File: src/rtl/aes_ctr_pkg.sv
// Shared types, widths and counter helpers for the AES-CTR block controller.
package aes_ctr_pkg;

  localparam int BLK_W = 128;
  localparam int KEY_W = 256;
  localparam int CTR_W = 32;

  typedef enum logic [1:0] {
    ST_IDLE  = 2'd0,
    ST_READY = 2'd1,
    ST_WAIT  = 2'd2,
    ST_OUT   = 2'd3
  } state_t;

  // Advance the 32-bit counter field; the nonce part is carried unchanged.
  function automatic logic [BLK_W-1:0] ctr_incr(input logic [BLK_W-1:0] blk);
    return {blk[BLK_W-1:CTR_W], blk[CTR_W-1:0] + {{(CTR_W-1){1'b0}}, 1'b1}};
  endfunction

  // True when the next increment rolls the counter field over to zero.
  function automatic logic ctr_at_max(input logic [BLK_W-1:0] blk);
    return &blk[CTR_W-1:0];
  endfunction

endpackage

File: src/rtl/aes_ctr_ctrl.sv
// AES-CTR sequencer: feeds counter blocks to an external AES core, XORs the
// keystream onto plaintext and hands out ciphertext, one block in flight.
module aes_ctr_ctrl
  import aes_ctr_pkg::*;
#(
  parameter int TIMEOUT_CYC = 64
) (
  input  logic             clk,
  input  logic             rst,
  input  logic             cfg_load,
  input  logic [KEY_W-1:0] cfg_key,
  input  logic [BLK_W-1:0] cfg_iv,
  input  logic             din_valid,
  output logic             din_ready,
  input  logic [BLK_W-1:0] din,
  input  logic             din_last,
  output logic             dout_valid,
  input  logic             dout_ready,
  output logic [BLK_W-1:0] dout,
  output logic             dout_last,
  output logic             core_start,
  output logic [BLK_W-1:0] core_block,
  output logic [KEY_W-1:0] core_key,
  input  logic             core_done,
  input  logic [BLK_W-1:0] core_result,
  output logic             busy,
  output logic             err_timeout,
  output logic             ctr_wrap
);

  localparam int TMR_W = (TIMEOUT_CYC > 1) ? $clog2(TIMEOUT_CYC + 1) : 1;
  // Timer value seen in the last permitted WAIT cycle (timer is 0 in the start cycle).
  localparam logic [TMR_W-1:0] TMR_LAST = TMR_W'(TIMEOUT_CYC - 1);

  state_t           state;
  state_t           state_next;
  logic [KEY_W-1:0] key_reg;
  logic [BLK_W-1:0] ctr_reg;
  logic [BLK_W-1:0] din_reg;
  logic             last_reg;
  logic [TMR_W-1:0] tmr;

  logic take_cfg;
  logic take_in;
  logic take_done;
  logic time_out;
  logic give_out;

  assign core_block = ctr_reg;
  assign core_key   = key_reg;

  // Next-state decode and single-cycle action strobes.
  always_comb begin
    state_next = state;
    take_cfg   = 1'b0;
    take_in    = 1'b0;
    take_done  = 1'b0;
    time_out   = 1'b0;
    give_out   = 1'b0;
    case (state)
      ST_IDLE: begin
        if (cfg_load) begin
          take_cfg   = 1'b1;
          state_next = ST_READY;
        end else begin
          state_next = ST_IDLE;
        end
      end
      ST_READY: begin
        if (din_valid && din_ready) begin
          take_in    = 1'b1;
          state_next = ST_WAIT;
        end else begin
          state_next = ST_READY;
        end
      end
      ST_WAIT: begin
        // A done pulse coincident with our own start pulse cannot belong to this block.
        if (core_done && !core_start) begin
          take_done  = 1'b1;
          state_next = ST_OUT;
        end else if (tmr == TMR_LAST) begin
          time_out   = 1'b1;
          state_next = ST_IDLE;
        end else begin
          state_next = ST_WAIT;
        end
      end
      ST_OUT: begin
        if (dout_valid && dout_ready) begin
          give_out   = 1'b1;
          state_next = dout_last ? ST_IDLE : ST_READY;
        end else begin
          state_next = ST_OUT;
        end
      end
      default: begin
        state_next = ST_IDLE;
      end
    endcase
  end

  // State register.
  always_ff @(posedge clk or negedge rst) begin
    if (!rst) begin
      state <= ST_IDLE;
    end else begin
      state <= state_next;
    end
  end

  // Configuration: key and counter block, plus the sticky status flags they reset.
  always_ff @(posedge clk or negedge rst) begin
    if (!rst) begin
      key_reg     <= {KEY_W{1'b0}};
      ctr_reg     <= {BLK_W{1'b0}};
      err_timeout <= 1'b0;
      ctr_wrap    <= 1'b0;
    end else if (take_cfg) begin
      key_reg     <= cfg_key;
      ctr_reg     <= cfg_iv;
      err_timeout <= 1'b0;
      ctr_wrap    <= 1'b0;
    end else if (take_done) begin
      ctr_reg  <= ctr_incr(ctr_reg);
      ctr_wrap <= ctr_wrap | ctr_at_max(ctr_reg);
    end else if (time_out) begin
      err_timeout <= 1'b1;
    end
  end

  // Plaintext capture, core start pulse and core latency timer.
  always_ff @(posedge clk or negedge rst) begin
    if (!rst) begin
      din_reg    <= {BLK_W{1'b0}};
      last_reg   <= 1'b0;
      core_start <= 1'b0;
      tmr        <= {TMR_W{1'b0}};
    end else begin
      core_start <= take_in;
      if (take_in) begin
        din_reg  <= din;
        last_reg <= din_last;
        tmr      <= {TMR_W{1'b0}};
      end else if (state == ST_WAIT) begin
        tmr <= tmr + TMR_W'(1);
      end else begin
        tmr <= tmr;
      end
    end
  end

  // Ciphertext output register; held until the consumer accepts it.
  always_ff @(posedge clk or negedge rst) begin
    if (!rst) begin
      dout       <= {BLK_W{1'b0}};
      dout_last  <= 1'b0;
      dout_valid <= 1'b0;
    end else if (take_done) begin
      dout       <= din_reg ^ core_result;
      dout_last  <= last_reg;
      dout_valid <= 1'b1;
    end else if (give_out) begin
      dout_valid <= 1'b0;
    end
  end

  // Registered status derived from the state being entered.
  always_ff @(posedge clk or negedge rst) begin
    if (!rst) begin
      din_ready <= 1'b0;
      busy      <= 1'b0;
    end else begin
      din_ready <= (state_next == ST_READY);
      busy      <= (state_next != ST_IDLE);
    end
  end

endmodule

File: config.mk
export PLATFORM = sky130hd
export DESIGN_NAME = aes_ctr_ctrl
export DESIGN_NICKNAME = d
export VERILOG_FILES = /design/src/rtl/aes_ctr_pkg.sv /design/src/rtl/aes_ctr_ctrl.sv
export SDC_FILE = /design/constraint.sdc
export NUM_CORES = 1
export LEC_CHECK = 0
export CORE_AREA = 2 2 450 452
export CTS_CLUSTER_DIAMETER = 150
export CTS_CLUSTER_SIZE = 16
export DETAILED_ROUTE_END_ITERATION = 7
export DIE_AREA = 0 0 452 454
export PLACE_DENSITY = 0.43
export SETUP_SLACK_MARGIN = 0.1
export SYNTH_ARGS = -nofsm -noshare
export SYNTH_HDL_FRONTEND = slang
export SYNTH_SLANG_ARGS = --single-unit
File: constraint.sdc
create_clock -name clk -period 1.7 [get_ports clk]
set_input_delay 0.34 -clock clk [delete_from_list [all_inputs] [get_ports clk]]
set_output_delay 0.34 -clock clk [all_outputs]
set_load 0.01 [all_outputs]
==> impl_metrics.json, run 1 <==
{
  "place_congestion": 0.8748,
  "first_pass_iters": 5,
  "pin_count": 1166,
  "finalNetCount": 5075,
  "worst_pin_slew_ps": 517.4,
  "track_usage": 0.1373,
  "syn_inst": 2871,
  "reg2reg_depth": 7,
  "fin_worst_skew_ps": 52.57,
  "p_leak_uw": 0.02328,
  "placement.io_buffers": 1165,
  "ys_types": 44,
  "grt_pass1_wl_um": 200000,
  "final_core_util": 0.2416,
  "fillCellCount": 21860,
  "cp_max_fo": 6,
  "layout-drive-gt1-share": 0.3087,
  "syn2layout_area_growth_pct": 86.07,
  "cts_buffers": 48,
  "antenna_found_initial": 27,
  "fmax_mhz": 552.7,
  "synth_warnings": 0,
  "pre_cts_ws_ps": -695.2,
  "violations": "negative setup slack",
  "ys_seq_elements": 657,
  "setup_slack_ps": -109.3,
  "tritoncts": "yes",
  "arrival_ps": 2430,
  "ys_async_sr_fraction": 1.000,
  "hpwlAfterDp_um": 114700,
  "clock-sinks": 657,
  "drc": 0,
  "syn-num-nets": 3520,
  "final-hold-violation-count": 0,
  "die_w_um": 452,
  "path_class": "flop to flop",
  "wire_per_inst_um": 21.78,
  "outcome": "finished with violations",
  "startpoint_type": "flop",
  "initial_core_util": 0.1298,
  "fin_crit_sh": 1.064,
  "synth_edf_count": 0,
  "via_count": 25370,
  "ant_nets": 0,
  "core_sq_um": 200900,
  "clockBufferDepth": 3,
  "cts.reportedPaths.clkPinSlew_ps": 80,
  "tns_ps": -1772,
  "insertion_delay_ps": 690,
  "ys_seq_area_frac": 0.6304,
  "grt_pass1_vias": 25700,
  "first_iter_violations": 1413,
  "drv_cap": 0,
  "die_h_um": 454,
  "postSynthAreaPerCell_sq_um": 9.084,
  "routed_wl_um": 155000,
  "synth_area_sq_um": 26080,
  "slew_headroom": 0.6551,
  "end_kind": "flop",
  "hold_path.class": "input pin to flop",
  "setup_viol": 66,
  "vias_per_cell": 3.565,
  "htree_levels": 2,
  "grt_setup_unrepaired": "yes",
  "holdPathStages": 3,
  "timing.final.crit_period_ps": 1809,
  "largest_register_ffs": 256,
  "maxSlewViolCount": 0,
  "required_ps": 2320,
  "synth_flop_cell": "dfrtp_1",
  "die_area_sq_um": 205200,
  "cts-root-buf": "clkbuf_16",
  "row_count": 165,
  "grt_overflow": 0,
  "peakVddDrop_mv": 0.6783,
  "power_density_nw_per_um2": 1661,
  "grt_max_degree": 85
}
-- Yosys cell counts (2+ instances only) --
cell type	count	area, sq um
buf_2	35	175.2
buf_1	3	11.26
mux2i_1	2	20.02
nand4b_1	2	17.52
dfrtp_1	657	16440
nand3_1	24	120.1
or4_1	5	37.54
nor2_1	19	71.32
and3_1	11	68.82
o211ai_1	11	82.58
a221o_1	7	70.07
nand4_1	13	81.33
clkbuf_1	109	409.1
nor3_1	6	30.03
o21ai_0	150	750.7
a22oi_1	3	22.52
or2_2	2	12.51
o311ai_0	9	78.83
nor3b_1	2	15.01
nor4_1	4	25.02
ha_1	2	25.02
inv_1	4	15.01
and2_1	2	12.51
xnor2_1	130	1139
a31oi_1	3	18.77
a21oi_1	8	40.04
nand2_1	1631	6122
-- cells in the final DEF, fill, tap and decap left out, types with 8 or more instances in the layout --
| cell type | Yosys | final |
|---|---|---|
| a21oi_1 | 8 | 8 |
| and3_1 | 11 | 11 |
| buf_12 | 0 | 62 |
| buf_16 | 0 | 25 |
| buf_2 | 35 | 170 |
| buf_4 | 1 | 297 |
| buf_6 | 1 | 405 |
| buf_8 | 0 | 17 |
| clkbuf_16 | 0 | 73 |
| clkdlybuf4s50_1 | 0 | 645 |
| dfrtp_1 | 657 | 623 |
| dfrtp_2 | 0 | 34 |
| diode_2 | 0 | 13 |
| nand2_1 | 1631 | 1398 |
| nand2_2 | 0 | 157 |
| nand2_4 | 0 | 75 |
| nand3_1 | 24 | 19 |
| nand4_1 | 13 | 13 |
| nor2_1 | 19 | 13 |
| o211ai_1 | 11 | 11 |
| o21ai_0 | 150 | 136 |
| o21ai_1 | 0 | 10 |
| xnor2_1 | 130 | 130 |
-- logic make-up after synthesis --
group           Yosys count  synth area share
compound gates          194           0.04174
xor+xnor                131           0.04399
mux                       2         0.0007676
flops                   657            0.6304
fa+ha+maj                 2         0.0009593
simple gates           1731            0.2579
buf+inv                 154           0.02427
-- metal layers --
| metal | part of all wire | wire length, um | global-route usage |
|---|---|---|---|
| met5 | 0.000084 | 13 | 0 |
| met4 | 0.025 | 3887 | 0.04238 |
| met3 | 0.076 | 11750 | 0.04465 |
| met2 | 0.52 | 80790 | 0.2463 |
| met1 | 0.38 | 58530 | 0.1529 |
-- final cells by class --
| type | count | area [sq um] | share of cell area |
|---|---|---|---|
| Timing Repair Buffer | 1654 | 17150 | 0.3533 |
| Sequential cell | 657 | 16480 | 0.3397 |
| Multi-Input combinational cell | 2060 | 10230 | 0.2108 |
| Tap cell | 2672 | 3343 | 0.06889 |
| Clock buffer | 50 | 1209 | 0.02491 |
| Clock inverter | 5 | 61.31 | 0.001263 |
| Antenna cell | 13 | 32.53 | 0.0006703 |
| Inverter | 5 | 26.28 | 0.0005414 |
-- power by group --
part	switching (uW)	internal, uW	leakage (uW)
registers	5630	22800	0.00820
clock network	6400	5090	0.000623
logic	19700	21000	0.0145
-- through the flow --
step | cells | area [sq um] | power (uW) | hold slack (ps)
after floorplan | 2871 | 26320 | 39330 | 44.41
after global placement | 6780 | 42820 | 62180 | 456.7
after detailed placement | 6780 | 42820 | 62470 | 460.8
after CTS | 7044 | 46350 | 78670 | 80.93
after global routing | 7114 | 48520 | 85960 | 133.4
final | 7116 | 48530 | 80630 | 174.8
-- repair_timing --
action | in CTS | in global routing
hold buffers | 1 | 0
setup buffers | 190 | 27
endpoints found under the setup margin | 966 | 1029
gates cloned | 19 | 34
pin swaps | 72 | 206
hold endpoints to repair | 343 | 0
resized for setup | 2810 | 353
-- critical path, stage by stage (launching register included) --
cell and delay (ps):
dfrtp_2 430, buf_6 130, nand4_4 170, nor2_4 170, nand4_1 130, buf_6 150, or4_1 500, nand3_1 90
-- path summary, 6_finish.rpt --
check / slack, ps / to / start
min in group asynchronous: 400 / din_reg[80]$_DFFE_PN0N_ / rst
worst max-delay path: -110 / core_block[30]$_DFFE_PN0P_ / core_block[6]$_DFFE_PN0P_
max in group asynchronous: 620 / core_key[65]$_DFFE_PN0P_ / rst
worst min register to register: 470 / core_key[41]$_DFFE_PN0P_ / core_key[41]$_DFFE_PN0P_
worst min-delay path: 170 / last_reg$_DFFE_PN0N_ / din_last
worst max register to register: -110 / core_block[30]$_DFFE_PN0P_ / core_block[6]$_DFFE_PN0P_
Power figures use the tool's default switching activity.
==> run 2, diff against run 1 <==
Settings changed: ABC_AREA set to 0.
==> results of run 2 <==
The final DEF is identical to that of run 1; final timing and power are the same.
==> RTL edit 1: new RTL, flow settings as in run 2 <==
Change the package constant `BLK_W` from 128 to 136.
--- a/src/rtl/aes_ctr_pkg.sv
+++ b/src/rtl/aes_ctr_pkg.sv
@@ -3,3 +3,3 @@
 
-  localparam int BLK_W = 128;
+  localparam int BLK_W = 136;
   localparam int KEY_W = 256;
Interface: changed (5 resized); port bits go from 1166 to 1206. The function was not compared with the original's and may differ.
==> RTL edit 1 against run 2 <==
  * The flow still finishes with violations (setup timing)
  * Synthesized area grew 3.8%
  * Die area is the same
  * Maximum frequency shrank 4.3%
  * Cell area grew 4.5%
  * Sequential cell count grew 24
  * Wire length grew 1.5%
  * Worst setup slack lost 0.082 ns
  * Total power grew 6.1%
  * Critical path type unchanged
==> RTL edit 1: results <==
{
  "status": "finished, violations left",
  "violations": "setup timing",
  "synthTopCellsByCount": "1547 x nand2_1, 681 x dfrtp_1, 150 x nor2_1",
  "slew_headroom_pct": 54.43,
  "crit_slowest_cell": "dfrtp_1",
  "crit_arrival_ns": 2.50,
  "finalSetupViolCount": 308,
  "fin_setup_tns_ns": -18.79,
  "synth_nets": 3643,
  "grt_use_total_pct": 13.79,
  "antenna_cells": 9,
  "syn_inst": 2970,
  "multi_input_gates": 2128,
  "placed_area_um2": 44050,
  "critPathLaunch": "state[0]",
  "dpl.hpwl_um": 111000,
  "max_stage_delay_ns": 0.43,
  "setup_slack_ns": -0.1911,
  "seq_cell_count": 681,
  "cts_setup_buffers": 135,
  "grt_pass1_wl_um": 202700,
  "place_congestion": 0.8279,
  "synth_seq_area_share_pct": 62.93,
  "antenna_found_initial": 22,
  "final.fill_count": 21640,
  "multi_input_area_share_pct": 21.50,
  "via_per_inst": 3.653,
  "layout.nonclk_buf_share_pct": 35.29,
  "p_sw_mw": 33.54,
  "skew_ns": 0.02634,
  "cts-buffers-inserted": 51,
  "clk_share_pct": 2.834,
  "synth.area.top_cells": "dfrtp_1 63%, nand2_1 21%, xnor2_1 4.5%",
  "fin_nets": 5198,
  "drive_gt1_share_pct": 30.00,
  "placedCellCount": 6885,
  "powerComb_mw": 43.2,
  "grt_max_degree": 74,
  "io_buffer_count": 1205,
  "p_leak_nw": 23.72,
  "ir_worst_vdd_mv": 0.8546,
  "path_delay_family": "buffers and inverters",
  "yosysUniqueCellTypes": 50,
  "wl_per_cell_um": 21.80,
  "ff2ff_path_depth": 9,
  "drt_iter0_drc": 1382,
  "cts_hold_buf": 1,
  "p_seq_mw": 30.0,
  "nonClockBufferCount": 1658,
  "num_vias": 26360,
  "ff_latch_area_um2": 17090,
  "post-route-cell-area_um2": 50720,
  "cts.repair.resized": 2899,
  "clkbuf_count": 56,
  "finalPower_mw": 85.54
}
RTL edit 1: kinds of logic after synthesis:
logic type      share of synthesized area, %
mux                                   0.1155
simple gates                           25.67
buf+inv                                2.407
flops                                  62.93
xor+xnor                               4.528
fa+ha+maj                            0.09240
compound gates                         4.256
RTL edit 1: layer usage:
| metal | track usage (%) | vias up | wire (um) |
|---|---|---|---|
| li1 | - | 12410 | - |
| met1 | 14.97 | 12880 | 57570 |
| met2 | 25.13 | 888 | 83250 |
| met3 | 4.242 | 176 | 11260 |
| met4 | 4.881 | 10 | 5153 |
| met5 | 0 | - | 72 |
RTL edit 1: worst min path at each step:
stage / startpoint / end / slack (ns) / cells after the start
2_1_floorplan: rst / busy / 0.04 / 0
3_3_place_gp: rst / core_block[108] / 0.34 / 1
3_5_place_dp: rst / core_block[108] / 0.34 / 1
4_1_cts: din[131] / din_reg[131] / 0.08 / 3
5_1_grt: cfg_iv[112] / core_block[112] / 0.11 / 3
6_report: cfg_iv[116] / core_block[116] / 0.16 / 3
==> RTL edit 2: new RTL, flow settings as in run 2 <==
Without the edit above. Encoding of `state_t`: now one-hot (4 bits for 4 states).
--- a/src/rtl/aes_ctr_pkg.sv
+++ b/src/rtl/aes_ctr_pkg.sv
@@ -7,7 +7,7 @@
 
-  typedef enum logic [1:0] {
-    ST_IDLE  = 2'd0,
-    ST_READY = 2'd1,
-    ST_WAIT  = 2'd2,
-    ST_OUT   = 2'd3
+  typedef enum logic [3:0] {
+    ST_IDLE  = 4'b0001,
+    ST_READY = 4'b0010,
+    ST_WAIT  = 4'b0100,
+    ST_OUT   = 4'b1000
   } state_t;
Formal check against the unedited RTL: no difference found for any inputs over 4 cycles, from zero or initial values and one cycle with rst low; so few cycles prove little.
==> RTL edit 2 against run 2 <==
  * The run still ends with setup timing left
  * Cell area up 5.5%
  * Clock power up 3%
  * Synthesized area down 0.15%
  * Sequential cell count up 2
  * Total power up 1.8%
  * Core utilization up 1.3 points
  * First-iteration DRC count up 2.8%
  * Combinational power up 2%
  * Critical endpoint is now ctr_wrap
  * Global-route usage about the same
  * Wire length up 2.7%
  * Highest routed layer unchanged
  * Maximum frequency down 16%
  * Worst setup slack worse by 0.34 ns
==> RTL edit 2: results <==
{
  "largest_register_ffs": 256,
  "clockRootBuffer": "clkbuf_16",
  "antenna_found_initial": 34,
  "cp_max_fo": 7,
  "cts.clk_slew.worst_paths_ns": 0.08,
  "p_leak_nw": 23.69,
  "critPathKind": "reg -> reg",
  "htree_levels": 2,
  "first_global_vias": 24340,
  "synthArstFlopShare_pct": 100.0,
  "rr_startpoint": "state[0]",
  "yosysUniqueCellTypes": 43,
  "ff2ff_path_depth": 6,
  "synth_ff_type": "dfrtp_1",
  "crit_slowest_cell": "or4b_4",
  "synth.area.top_cells": "dfrtp_1 63%, nand2_1 18%, mux2_2 5.6%",
  "drt_iter0_drc": 1453,
  "fin_nets": 4851,
  "syn_inst": 2596,
  "skew_ns": 0.03008,
  "via_per_inst": 3.581,
  "crit_arrival_ns": 2.77,
  "synth_seq_area_share_pct": 63.33,
  "max_stage_delay_ns": 0.57,
  "grt_max_degree": 95,
  "path_delay_family": "simple AND/OR/NAND/NOR gates",
  "synth_nets": 3245,
  "placed_area_um2": 42700,
  "ir_worst_vdd_mv": 0.7641,
  "cts_buffer_depth": 3,
  "status": "finished, violations left",
  "grt_pass1_wl_um": 197500,
  "hp-class": "in -> async",
  "setup_slack_ns": -0.4458,
  "wl_um": 159200,
  "finalSetupViolCount": 668,
  "crit_end": "ctr_wrap",
  "clk_latency_ns": 0.68,
  "slew_headroom_pct": 46.41,
  "drive_gt1_share_pct": 41.19,
  "grt_use_total_pct": 13.69,
  "cts-buffers-inserted": 49,
  "synthTopCellsByCount": "1229 x nand2_1, 658 x dfrtp_1, 150 x o21ai_0",
  "dpl.hpwl_um": 110400,
  "place_congestion": 0.8988,
  "drt_first_pass_iters": 5,
  "final.fill_count": 21330,
  "synth_warnings": 0,
  "placedCellCount": 6524,
  "io_buffer_count": 1165,
  "instances_no_fill": 6906,
  "violations": "setup timing"
}
## RTL edit 2: changes by cell type after synthesis, sizes merged, moves of 5 or more
cell    delta
nand2    -402
o311ai     -8
mux2     +130
nand4      +6
or3        +5
o211ai     -7
xor2      +18
buf       -14
or4        -5
## RTL edit 2: cell families (layout without fill, tap and decap cells)
group                      after synthesis  in the layout  synth area share [%]
adders and majority gates                2              2               0.09607
DFF                                    659            659                 63.33
and+or+nand+nor                       1331           1331                 19.91
other                                    0             19                     0
xor gates and xnor gates               151            151                 5.078
AOI/OAI and AO/OA                      180            180                 3.728
buffers and inverters                  141           1760                 2.157
muxes                                  132            132                 5.698
## RTL edit 2: per-layer routing
layer / vias up / wire (um) / share of wire [%] / global-route usage, %
met4: 14 / 4066 / 2.6 / 4.531
met3: 137 / 11890 / 7.5 / 4.797
met2: 740 / 78270 / 49 / 22.35
li1: 11510 / - / - / -
met5: - / 87 / 0.055 / 0
met1: 12330 / 64860 / 41 / 16.71
## RTL edit 2: area by class of cell
| class | count | area share, % |
|---|---|---|
| clock inverter | 7 | 0.2249 |
| inverter | 7 | 0.05134 |
| antenna | 19 | 0.09291 |
| clock buffer | 57 | 2.474 |
| tap | 2672 | 6.533 |
| timing repair buffer | 1689 | 35.81 |
| sequential | 659 | 32.27 |
| multi-input combinational | 1796 | 22.54 |
## RTL edit 2: repair_timing
action | CTS | global route
pin swaps | 53 | 287
hold buffers | 1 | 0
buffers inserted | 187 | 23
resized for setup | 2937 | 810
endpoints found under the hold margin | 353 | 0
setup endpoints to repair | 1178 | 1177
gates cloned | 31 | 70
## RTL edit 2: power by group
| part | total [mW] | switching (mW) | internal (mW) |
|---|---|---|---|
| sequential | 28.5 | 5.97 | 22.5 |
| combinational | 41.7 | 19.4 | 22.4 |
| clock | 11.9 | 6.52 | 5.36 |
| total | 82.1 | 31.8 | 50.3 |
## RTL edit 2: metrics by stage
| step | util [%] | setup slack [ns] | hold WS, ns | setup TNS, ns |
|---|---|---|---|---|
| 6_report | 25.48 | -0.4458 | 0.1066 | -199.05 |
| 5_1_grt | 25.47 | -0.5036 | 0.06296 | -248.95 |
| 4_1_cts | 23.43 | -0.4069 | 0.04263 | -198.02 |
| 3_5_place_dp | 21.26 | -0.7957 | 0.2279 | -258.03 |
| 3_3_place_gp | 21.26 | -0.7851 | 0.2280 | -249.60 |
| 2_1_floorplan | - | -0.4499 | 0.04441 | -95.94 |
## RTL edit 2: worst reg2reg max path, stage by stage (launching register included)
cell     delay (ns)
dfstp_2        0.38
or4b_4         0.57
or2_4          0.36
buf_12         0.20
nor4_4         0.33
buf_4          0.18
a21o_1         0.07
